[src/rtl/product_display_pkg.sv]
// Shared types and constants for the product BCD display block.
// Latency: n/a (declarations and one combinational helper only).
// Backpressure: n/a.
package product_display_pkg;

  typedef enum logic [1:0] {
    IDLE  = 2'd0,
    SHIFT = 2'd1,
    DONE  = 2'd2
  } state_t;

  localparam int NUM_DIGITS = 5;
  localparam int PRODUCT_W  = 16;
  localparam int BCD_W      = 20;
  localparam int SHREG_W    = BCD_W + PRODUCT_W;

  localparam logic [6:0] SEG_BLANK = 7'b0000000;

  // One double-dabble step: correct every BCD nibble that would overflow
  // on doubling (>= 5 gets +3), then shift the whole register left by one.
  function automatic logic [SHREG_W-1:0] dabble_step(input logic [SHREG_W-1:0] s);
    logic [SHREG_W-1:0] t;
    t = s;
    for (int i = 0; i < NUM_DIGITS; i++) begin
      if (t[PRODUCT_W + 4*i +: 4] >= 4'd5) begin
        t[PRODUCT_W + 4*i +: 4] = t[PRODUCT_W + 4*i +: 4] + 4'd3;
      end
    end
    return {t[SHREG_W-2:0], 1'b0};
  endfunction

endpackage

[src/rtl/bcd_digit_to_seg.sv]
// BCD digit to active-high seven-segment decoder (seg[6]=a ... seg[0]=g).
// Latency: combinational.
// Backpressure: none; codes 10-15 decode to blank.
module bcd_digit_to_seg
  import product_display_pkg::*;
(
  input  logic [3:0] i_digit,
  output logic [6:0] o_seg
);

  // Segment lookup for decimal digits; anything else stays dark.
  always_comb begin
    o_seg = SEG_BLANK;
    case (i_digit)
      4'd0: o_seg = 7'b1111110;
      4'd1: o_seg = 7'b0110000;
      4'd2: o_seg = 7'b1101101;
      4'd3: o_seg = 7'b1111001;
      4'd4: o_seg = 7'b0110011;
      4'd5: o_seg = 7'b1011011;
      4'd6: o_seg = 7'b1011111;
      4'd7: o_seg = 7'b1110000;
      4'd8: o_seg = 7'b1111111;
      4'd9: o_seg = 7'b1111011;
      default: o_seg = SEG_BLANK;
    endcase
  end

endmodule

[src/rtl/product_bcd_display.sv]
// Captures the multiplier product on done_flag rise, converts to 5 BCD digits, scans a 5-digit display.
// Latency: bcd_valid 18 cycles after done_flag rises (1 capture + 16 shifts + 1 commit).
// Backpressure: none; a rise while busy is dropped. Optional LEADING_ZERO_BLANK_EN blanks leading zeros.
module product_bcd_display
  import product_display_pkg::*;
#(
  parameter int SCAN_DIV_W = 16
) (
  input  logic                  clk,
  input  logic                  reset_a,
  input  logic                  done_flag,
  input  logic [PRODUCT_W-1:0]  product8_8,
  output logic [BCD_W-1:0]      bcd_out,
  output logic                  bcd_valid,
  output logic                  busy,
  output logic [NUM_DIGITS-1:0] digit_en,
  output logic [6:0]            seg
);

  logic                  r_done_d;
  state_t                r_state;
  logic [SHREG_W-1:0]    r_shreg;
  logic [3:0]            r_bit_cnt;
  logic [BCD_W-1:0]      r_bcd_out;
  logic                  r_bcd_valid;
  logic                  r_shown;
  logic [SCAN_DIV_W-1:0] r_pre;
  logic [2:0]            r_idx;
  logic [NUM_DIGITS-1:0] r_digit_en;
  logic [6:0]            r_seg;

  logic       w_edge;
  logic [3:0] w_nib;
  logic [2:0] w_msd;
  logic       w_blank;
  logic [6:0] w_seg_dec;

  // Edge detector keeps tracking while busy, so a held level never retriggers.
  assign w_edge = done_flag & ~r_done_d;

  // Delay done_flag by one cycle for rise detection.
  always_ff @(posedge clk) begin
    if (reset_a) r_done_d <= 1'b0;
    else         r_done_d <= done_flag;
  end

  // Capture / double-dabble / commit sequencer; result held until the next commit.
  always_ff @(posedge clk) begin
    if (reset_a) begin
      r_state     <= IDLE;
      r_shreg     <= '0;
      r_bit_cnt   <= '0;
      r_bcd_out   <= '0;
      r_bcd_valid <= 1'b0;
      r_shown     <= 1'b0;
    end else begin
      r_bcd_valid <= 1'b0;
      case (r_state)
        IDLE: begin
          if (w_edge) begin
            r_shreg   <= {{BCD_W{1'b0}}, product8_8};
            r_bit_cnt <= '0;
            r_state   <= SHIFT;
          end
        end
        SHIFT: begin
          r_shreg   <= dabble_step(r_shreg);
          r_bit_cnt <= r_bit_cnt + 4'd1;
          if (r_bit_cnt == 4'd15) r_state <= DONE;
        end
        DONE: begin
          r_bcd_out   <= r_shreg[SHREG_W-1:PRODUCT_W];
          r_bcd_valid <= 1'b1;
          r_shown     <= 1'b1;
          r_state     <= IDLE;
        end
        default: r_state <= IDLE;
      endcase
    end
  end

  // Free-running refresh prescaler; the digit index steps on each wrap.
  always_ff @(posedge clk) begin
    if (reset_a) begin
      r_pre <= '0;
      r_idx <= '0;
    end else begin
      r_pre <= r_pre + 1'b1;
      if (&r_pre) r_idx <= (r_idx == 3'(NUM_DIGITS-1)) ? 3'd0 : r_idx + 3'd1;
    end
  end

  // Pick the scanned nibble and find the most-significant nonzero digit.
  always_comb begin
    w_nib = 4'd0;
    w_msd = 3'd0;
    for (int i = 0; i < NUM_DIGITS; i++) begin
      if (r_idx == 3'(i)) w_nib = r_bcd_out[4*i +: 4];
      if (r_bcd_out[4*i +: 4] != 4'd0) w_msd = 3'(i);
    end
`ifdef LEADING_ZERO_BLANK_EN
    // Digit 0 is never blanked because w_msd is at least 0.
    w_blank = (r_idx > w_msd);
`else
    w_blank = 1'b0;
`endif
  end

  bcd_digit_to_seg u_dec (
    .i_digit (w_nib),
    .o_seg   (w_seg_dec)
  );

  // Register digit select and segments together; dark until a result exists.
  always_ff @(posedge clk) begin
    if (reset_a || !r_shown) begin
      r_digit_en <= '0;
      r_seg      <= SEG_BLANK;
    end else begin
      r_digit_en <= NUM_DIGITS'(5'b00001 << r_idx);
      r_seg      <= w_blank ? SEG_BLANK : w_seg_dec;
    end
  end

  assign bcd_out   = r_bcd_out;
  assign bcd_valid = r_bcd_valid;
  assign busy      = (r_state != IDLE);
  assign digit_en  = r_digit_en;
  assign seg       = r_seg;

endmodule
[config.mk]
export PLATFORM = sky130hd
export DESIGN_NAME = product_bcd_display
export DESIGN_NICKNAME = d
export VERILOG_FILES = /design/src/rtl/product_display_pkg.sv /design/src/rtl/bcd_digit_to_seg.sv /design/src/rtl/product_bcd_display.sv
export SDC_FILE = /design/constraint.sdc
export NUM_CORES = 1
export LEC_CHECK = 0
export CORE_MARGIN = 4
export CORE_UTILIZATION = 40
export CTS_BUF_LIST = sky130_fd_sc_hd__clkbuf_8
export CTS_CLUSTER_DIAMETER = 50
export DETAILED_ROUTE_END_ITERATION = 16
export PLACE_DENSITY = 0.6
export SYNTH_ARGS = -nofsm -noshare
export SYNTH_HDL_FRONTEND = slang
export SYNTH_SLANG_ARGS = --single-unit
[constraint.sdc]
create_clock -name clk -period 2.5 [get_ports clk]
set_clock_uncertainty 0.1 [all_clocks]
set_input_delay 0.375 -clock clk [delete_from_list [all_inputs] [get_ports clk]]
set_output_delay 0.375 -clock clk [all_outputs]
set_load 0.05 [all_outputs]
==> results.tsv, run 1 <==
metric	value	unit
# fillers	1063	
register clock-pin slew on the reported worst setup and hold paths	0.09	ns
number of cells traversed by the worst register-to-register path	8	
Post-Synth Simple-Gate Area	23.3	%
Final nets	623	
Max Slew Vio Count	0	
number of vias per cell	5.06	
post-synthesis share of cell area spent on xor and xnor gates	4.33	%
main area contributors after synthesis	sky130_fd_sc_hd__dfxtp_1 43%, sky130_fd_sc_hd__nand2_1 8.1%, sky130_fd_sc_hd__ha_1 6.5%	
count of warnings emitted by yosys	0	
synthesis-to-finish area growth	19.9	%
Inserted Diodes	0	
maximum net fanout on the critical path	12	
share of the clock period used by the worst path	91.5	%
routability congestion estimate from global placement	0.894	
termination of the worst setup path	seg[3]	
total die area	12900	µm²
dominant combinational cell family by area after synthesis	simple AND/OR/NAND/NOR gates	
number of primary I/O pins	53	
type of element launching the critical path	flip-flop	
slowest CP cell	sky130_fd_sc_hd__dfxtp_2	
register area share after synthesis	43.1	%
CP Cell Sequence	inv_1 -> ha_1 -> and2_4 -> nor2_1 -> a211oi_4 -> ha_1 -> mux2_2 -> o21ai_1	
final setup violating endpoints	0	
total global routing track utilization	15.3	%
TritonCTS clock tree	done	
Sequential cell area	1920	µm²
wire length of the first global-routing pass	16200	µm
flip-flop cell with the highest count after synthesis	sky130_fd_sc_hd__dfxtp_1	
Syn Inst Count	536	
total length of routed wires	9490	µm
number of buffers added on ports	52	
kind of end point of the critical path	flip-flop	
Initial DRC Count	214	
number of distinct library cells after synthesis	47	
number of H-tree levels	3	
worst-case headroom to the max-slew limit	53.7	%
standard-cell rows	38	
slew at the pin with the worst max-slew slack	0.694	ns
power density normalized to cell area	553	nW/µm²
ratio of cells with drive above 1 in the final layout	8.19	%
via count	3673	
Buffers & Inverters on Critical Path	1	
number of synthesized flops with an enable pin	0	
# DRC	0	
Crit Reg-Reg Startpoint	r_idx[0]	
cell mode on critical path	sky130_fd_sc_hd__ha_1	
Seq cells post-synth	96	
category of the critical setup timing path	reg -> reg	
remaining antenna violation count after routing	0	
RSZ-0062 raised after global routing	no	
adder and majority gate portion of the synthesized area	6.46	%
number of global-route vias before repair	3471	
timing startpoint of the critical path	r_idx[0]	
Sinks on Clock Net	96	
cell area after synthesis	4450	µm²
per-instance average area after synthesis	8.31	µm²
proportion of netlist area held by the largest area contributor	43.1	%
clock network latency to the later pin of the worst-skew pair	0.36	ns
Final Hold Vio Count	0	
multiplexer fraction of the synthesized cell area	1.63	%
CP Depth	8	
Peak Freq	0.437	GHz
Starting Density	40.9	%
register-to-register setup slack	0.21	ns
crit-path leading delay family	adder cells	
sum of net half-perimeters after detailed placement	6640	µm
detail-routed net length per standard cell	13.1	µm
Hold Path Class	reg -> reg	
status	complete, no violations	
cell at the root of the clock tree	sky130_fd_sc_hd__clkbuf_8	
Core Util, Final	49.0	%
dominant cell type by area after synthesis	sky130_fd_sc_hd__dfxtp_1	
area inside the core boundary	10900	µm²
antenna violations before repair	0	
CP required	2.70	ns
Synthesized Nets	578	
final critical path time including I/O delays and setup	2.29	ns
multi-input gate area in the final layout	2310	µm²
reported leakage power	1.94	nW
share of the synthesized area in compound gates (AO/OA/AOI/OAI)	15.8	%
die height	114	µm
floorplan die width	114	µm
pin count of the biggest net entering global routing	40	
gr ovfl total	0	
worst reg2reg endpoint	seg[3]	
Longest Clk Path Bufs	2	
peak per-stage delay on the critical path	0.35	ns
Maximum Capacitance Violations	0	
fraction of synthesis flops using an asynchronous set or reset pin	0	%
number of CTS-inserted buffers	9	
data arrival time of the critical path	2.49	ns
Sum Neg Setup Slack	0	ns
highest ir drop seen on vdd	294	µV
Cells on Worst Hold Path	2	
setup repair bufs after CTS	0	
number of detailed-route iterations in the first pass	4	
==> logic make-up (layout without fill, tap and decap cells) <==
family	count (synthesis)	in the layout
AO/OA/AOI/OAI	111	111
XOR/XNOR	22	22
buffers and inverters	52	102
AND/OR/NAND/NOR	225	225
multiplexers	7	7
flip-flops	96	96
adder cells (fa/ha/maj)	23	23
==> Yosys cell counts (all sizes together), types with 3 or more instances <==
master,instances
dfxtp,96
nand2,96
a21oi,56
nor2,48
nand3,25
o21ai,24
ha,23
inv,22
nor3,17
buf,16
a311oi,15
clkbuf,14
xor2,12
xnor2,10
nand2b,7
and2,6
mux2i,5
a221oi,4
a31oi,4
nand4,4
nor2b,4
a211oi,3
nor4,3
or2,3
or3,3
==> flip-flops by register name, indices dropped and copies added, names as in the netlist <==
name and cells:
bcd_valid 1, r_idx 3, digit_en 5, seg 7, r_state 2, r_shown 1
bcd_out 20, r_done_d 1, r_bit_cnt 4, r_pre 16, r_shreg 36
==> area by class of cell <==
type | instances | share of cell area [%]
multi-input combinational | 388 | 43.2
sequential | 96 | 36.0
timing repair buffer | 64 | 11.6
tap | 140 | 3.28
clock buffer | 12 | 3.09
inverter | 22 | 1.55
clock inverter | 4 | 1.27
==> how the worst min path moves through the flow <==
stage / start / endpoint / slack [ns]
after detailed placement: r_shreg[15] / r_shreg[16] / 0.35
after CTS: r_shreg[15] / r_shreg[16] / 0.36
final: r_shreg[15] / r_shreg[16] / 0.36
after global placement: r_shreg[15] / r_shreg[16] / 0.34
after global routing: r_shreg[35] / bcd_out[19] / 0.39
after floorplan: r_pre[0] / r_pre[0] / 0.33
==> metrics by stage <==
step,setup slack [ns],instance area [µm²],cells,total power [mW],hold slack [ns]
detailed placement,0.120,5090,710,1.83,0.347
finish,0.212,5340,726,2.95,0.357
global placement,0.124,5090,710,1.82,0.343
CTS,0.0917,5330,726,3.00,0.360
global route,0.0378,5340,726,3.09,0.392
floorplan,0.107,4450,536,1.75,0.326
==> cells in the final DEF, fill, tap and decap left out, drive strengths merged, types with 3 or more instances in the layout <==
cell and n:
a211oi 3, nand2 96, xnor2 10, and2 6, dfxtp 96, xor2 12, clkbuf 12, buf 13
clkdlybuf4s50 51, nor4 3, nor2b 4, nor2 48, inv 24, o21ai 24, or3 3, nand2b 7
mux2i 5, a31oi 4, nor3 17, or2 3, ha 23, a311oi 15, a221oi 4, a21oi 56
nand4 4, nand3 25
==> power by group <==
| part | total [mW] | switching [mW] | leakage [nW] | internal (mW) |
|---|---|---|---|---|
| clock network | 1.17 | 0.528 | 0.125 | 0.640 |
| logic | 0.203 | 0.120 | 1.04 | 0.0836 |
| registers | 1.58 | 0.0210 | 0.779 | 1.56 |
| total | 2.95 | 0.669 | 1.94 | 2.29 |
==> worst reg2reg max path, delay by kind of cell (launching register included) <==
kind | cells | cell delay, ns
adder cells (fa/ha/maj) | 2 | 0.59
AO/OA/AOI/OAI | 2 | 0.41
AND/OR/NAND/NOR | 2 | 0.38
flip-flops | 1 | 0.35
multiplexers | 1 | 0.26
buffers and inverters | 1 | 0.14
==> per-layer routing <==
layer,wire length [µm],global-route usage [%],part of all wire [%],vias up
li1,-,-,-,1909
met1,4680,20.8,49,1676
met2,4190,23.3,44,75
met3,438,3.29,4.6,13
met4,185,6.89,1.9,0
met5,0,0,0,-
==> what timing repair did <==
action | in CTS | in global routing
setup endpoints to repair | 0 | 7
hold buffers | 0 | 0
gates resized for setup | 0 | 5
(Power assumes the default switching activity.)
==> run 2, diff against run 1 <==
--- a/config.mk
+++ b/config.mk
@@ -10,7 +10,8 @@
 export CTS_BUF_LIST = sky130_fd_sc_hd__clkbuf_8
 export CTS_CLUSTER_DIAMETER = 50
 export DETAILED_ROUTE_END_ITERATION = 16
-export PLACE_DENSITY = 0.6
+export PLACE_DENSITY = 0.61
 export SYNTH_ARGS = -nofsm -noshare
 export SYNTH_HDL_FRONTEND = slang
 export SYNTH_SLANG_ARGS = --single-unit
+export TNS_END_PERCENT = 50
==> run 2 against run 1 <==
Net effect: largest cell class unchanged; global-route usage grew 0.26 points; sequential cell count did not move; non-clock buffer count unchanged; critical endpoint unchanged.
==> results.tsv, run 2 (synthesis gave the netlist of run 1 again) <==
metric	value	unit	change
number of detailed-route iterations in the first pass	5		+1
routability congestion estimate from global placement	0.830		-7.2%
sum of net half-perimeters after detailed placement	6580	µm	-0.77%
Buffers & Inverters on Critical Path	2		+1
antenna violations before repair	0		unchanged
total global routing track utilization	15.6	%	+0.26 points
CP required	2.70	ns	about the same
Final nets	623		unchanged
part of the total power dissipated in the clock network	33.4	%	-6.1 points
switching component of the power	0.636	mW	-4.9%
floorplan die width	114	µm	unchanged
number of global-route vias before repair	3496		+0.72%
kind of end point of the critical path	flip-flop		
RSZ-0062 raised after global routing	no		
status	complete, no violations		
cell area after placement	5090	µm²	-0.15%
number of H-tree levels	3		unchanged
# fillers	1063		unchanged
number of vias per cell	5.04		-0.41%
wire length of the first global-routing pass	16500	µm	+1.6%
Hold WS	0.309	ns	-0.0485 ns
number of flip-flops in the largest register	36		unchanged
TritonCTS clock tree	done		
CTS Hold Bufs	0		unchanged
Hold Path Class	in -> reg		
power density normalized to cell area	508	nW/µm²	-8.2%
number of buffers added on ports	52		unchanged
final setup violating endpoints	0		unchanged
worst-case headroom to the max-slew limit	52.3	%	-1.4 points
number of primary I/O pins	53		unchanged
maximum net fanout on the critical path	8		-4
Maximum Capacitance Violations	0		unchanged
worst setup slack after placement	0.0716	ns	-0.0480 ns
synthesis-to-finish area growth	18.3	%	
ratio of cells with drive above 1 in the final layout	7.35	%	-0.84 points
setup slack after layout	0.128	ns	-0.0841 ns
Sum Neg Setup Slack	0	ns	unchanged
Most flops, register	r_shreg		
combinational cell fraction of total power	7.5	%	+0.6 points
Initial DRC Count	214		unchanged
pin count of the biggest net entering global routing	70		+75%
Max Slew Vio Count	0		unchanged
clock network latency to the later pin of the worst-skew pair	0.36	ns	about the same
# DRC	0		unchanged
Peak Freq	0.422	GHz	-3.5%
data arrival time of the critical path	2.57	ns	+0.08 ns
die height	114	µm	unchanged
highest ir drop seen on vdd	253	µV	-14%
area inside the core boundary	10900	µm²	unchanged
register clock-pin slew on the reported worst setup and hold paths	0.08	ns	about the same
post-route design area	5270	µm²	-1.3%
category of the critical setup timing path	reg -> reg		
slowest CP cell	sky130_fd_sc_hd__dfxtp_1		
peak per-stage delay on the critical path	0.43	ns	+0.08 ns
Starting Density	40.9	%	unchanged
total length of routed wires	9470	µm	-0.23%
cell at the root of the clock tree	sky130_fd_sc_hd__clkbuf_8		
remaining antenna violation count after routing	0		unchanged
via count	3653		-0.54%
type of element launching the critical path	flip-flop		
number of CTS-inserted buffers	9		unchanged
multi-input gate area in the final layout	2310	µm²	unchanged
total die area	12900	µm²	unchanged
detail-routed net length per standard cell	13.1	µm	about the same
Inserted Diodes	0		unchanged
Final Hold Vio Count	0		unchanged
final critical path time including I/O delays and setup	2.37	ns	+0.0841 ns
Cell Count Post-Placement	709		-0.14%
crit-path leading delay family	compound AO/OA/AOI/OAI gates		
share of the clock period used by the worst path	94.9	%	+3.4 points
standard-cell rows	38		unchanged
switching fraction of total power	23.7	%	+1.1 points
internal power component	2.04	mW	-11%
non-filler cells, final	725		-0.14%
Sinks on Clock Net	96		unchanged
Sequential cell area	1920	µm²	-0.13%
CP Cell Sequence	inv_1 -> ha_1 -> a21oi_1 -> o21ai_0 -> a221oi_2 -> inv_1 -> ha_1 -> mux2_2 -> o21ai_1		
Longest Clk Path Bufs	2		unchanged
reported leakage power	1.92	nW	-1.4%
gr ovfl total	0		unchanged
slew at the pin with the worst max-slew slack	0.715	ns	+0.0215 ns
sequential share of power	59.1	%	+5.5 points
most frequent cells in the layout	96 x sky130_fd_sc_hd__nand2_1, 96 x sky130_fd_sc_hd__dfxtp_1, 55 x sky130_fd_sc_hd__a21oi_1, 51 x sky130_fd_sc_hd__clkdlybuf4s50_1, 48 x sky130_fd_sc_hd__nor2_1		
-- run 2: changes by cell type in the layout (fill, tap and decap cells not counted), sizes merged --
cell,delta
clkbuf,-1
bufinv,-2
inv,+2
-- run 2: path summary, 6_finish.rpt --
kind,endpoint,start,slack (ns),cells after the start
hold / removal,r_pre[0],reset_a,0.31,2
hold reg to reg,r_shreg[16],r_shreg[15],0.36,2
setup / recovery,seg[3],r_idx[1],0.13,9
setup reg to reg,seg[3],r_idx[1],0.13,9
-- run 2: stage by stage --
stage	utilization [%]	total power, mW
floorplan	-	1.75
global placement	46.7	1.82
detailed placement	46.7	1.82
CTS	48.3	2.73
global route	48.4	2.81
finish	48.4	2.68
-- run 2: area by class of cell --
| type | count | area share [%] |
|---|---|---|
| Clock inverter | 4 | 0.285 |
| Sequential cell | 96 | 36.5 |
| Clock buffer | 11 | 2.87 |
| Tap cell | 140 | 3.32 |
| Inverter | 22 | 1.57 |
| Timing Repair Buffer | 64 | 11.7 |
| Multi-Input combinational cell | 388 | 43.8 |
-- run 2: metal layers --
layer / up-vias / GRT usage [%] / routed length, µm
li1: 1909 / - / -
met1: 1661 / 20.0 / 4570
met2: 67 / 24.1 / 4240
met3: 16 / 3.66 / 436
met4: 0 / 8.41 / 235
met5: - / 0 / 0
-- run 2: power by group through the flow --
| stage | Clock [mW] | Sequential (mW) | Combinational (mW) |
|---|---|---|---|
| 2_1_floorplan | 0 | 1.61 | 0.136 |
| 3_3_place_gp | 0 | 1.62 | 0.200 |
| 3_5_place_dp | 0 | 1.62 | 0.203 |
| 4_1_cts | 0.941 | 1.58 | 0.204 |
| 5_1_grt | 0.997 | 1.59 | 0.227 |
| 6_report | 0.894 | 1.58 | 0.200 |
-- run 2: what timing repair did --
action                                  CTS  global route
endpoints found under the setup margin    0             6
gates resized for setup                   0             3
buffers inserted                          0             1
-- run 2: worst register-to-register path: stages (launching register included) --
cell and delay (ns):
sky130_fd_sc_hd__dfxtp_1 0.43, sky130_fd_sc_hd__inv_1 0.12, sky130_fd_sc_hd__ha_1 0.27, sky130_fd_sc_hd__a21oi_1 0.16
sky130_fd_sc_hd__o21ai_0 0.12, sky130_fd_sc_hd__a221oi_2 0.32, sky130_fd_sc_hd__inv_1 0.11, sky130_fd_sc_hd__ha_1 0.31
sky130_fd_sc_hd__mux2_2 0.27, sky130_fd_sc_hd__o21ai_1 0.10
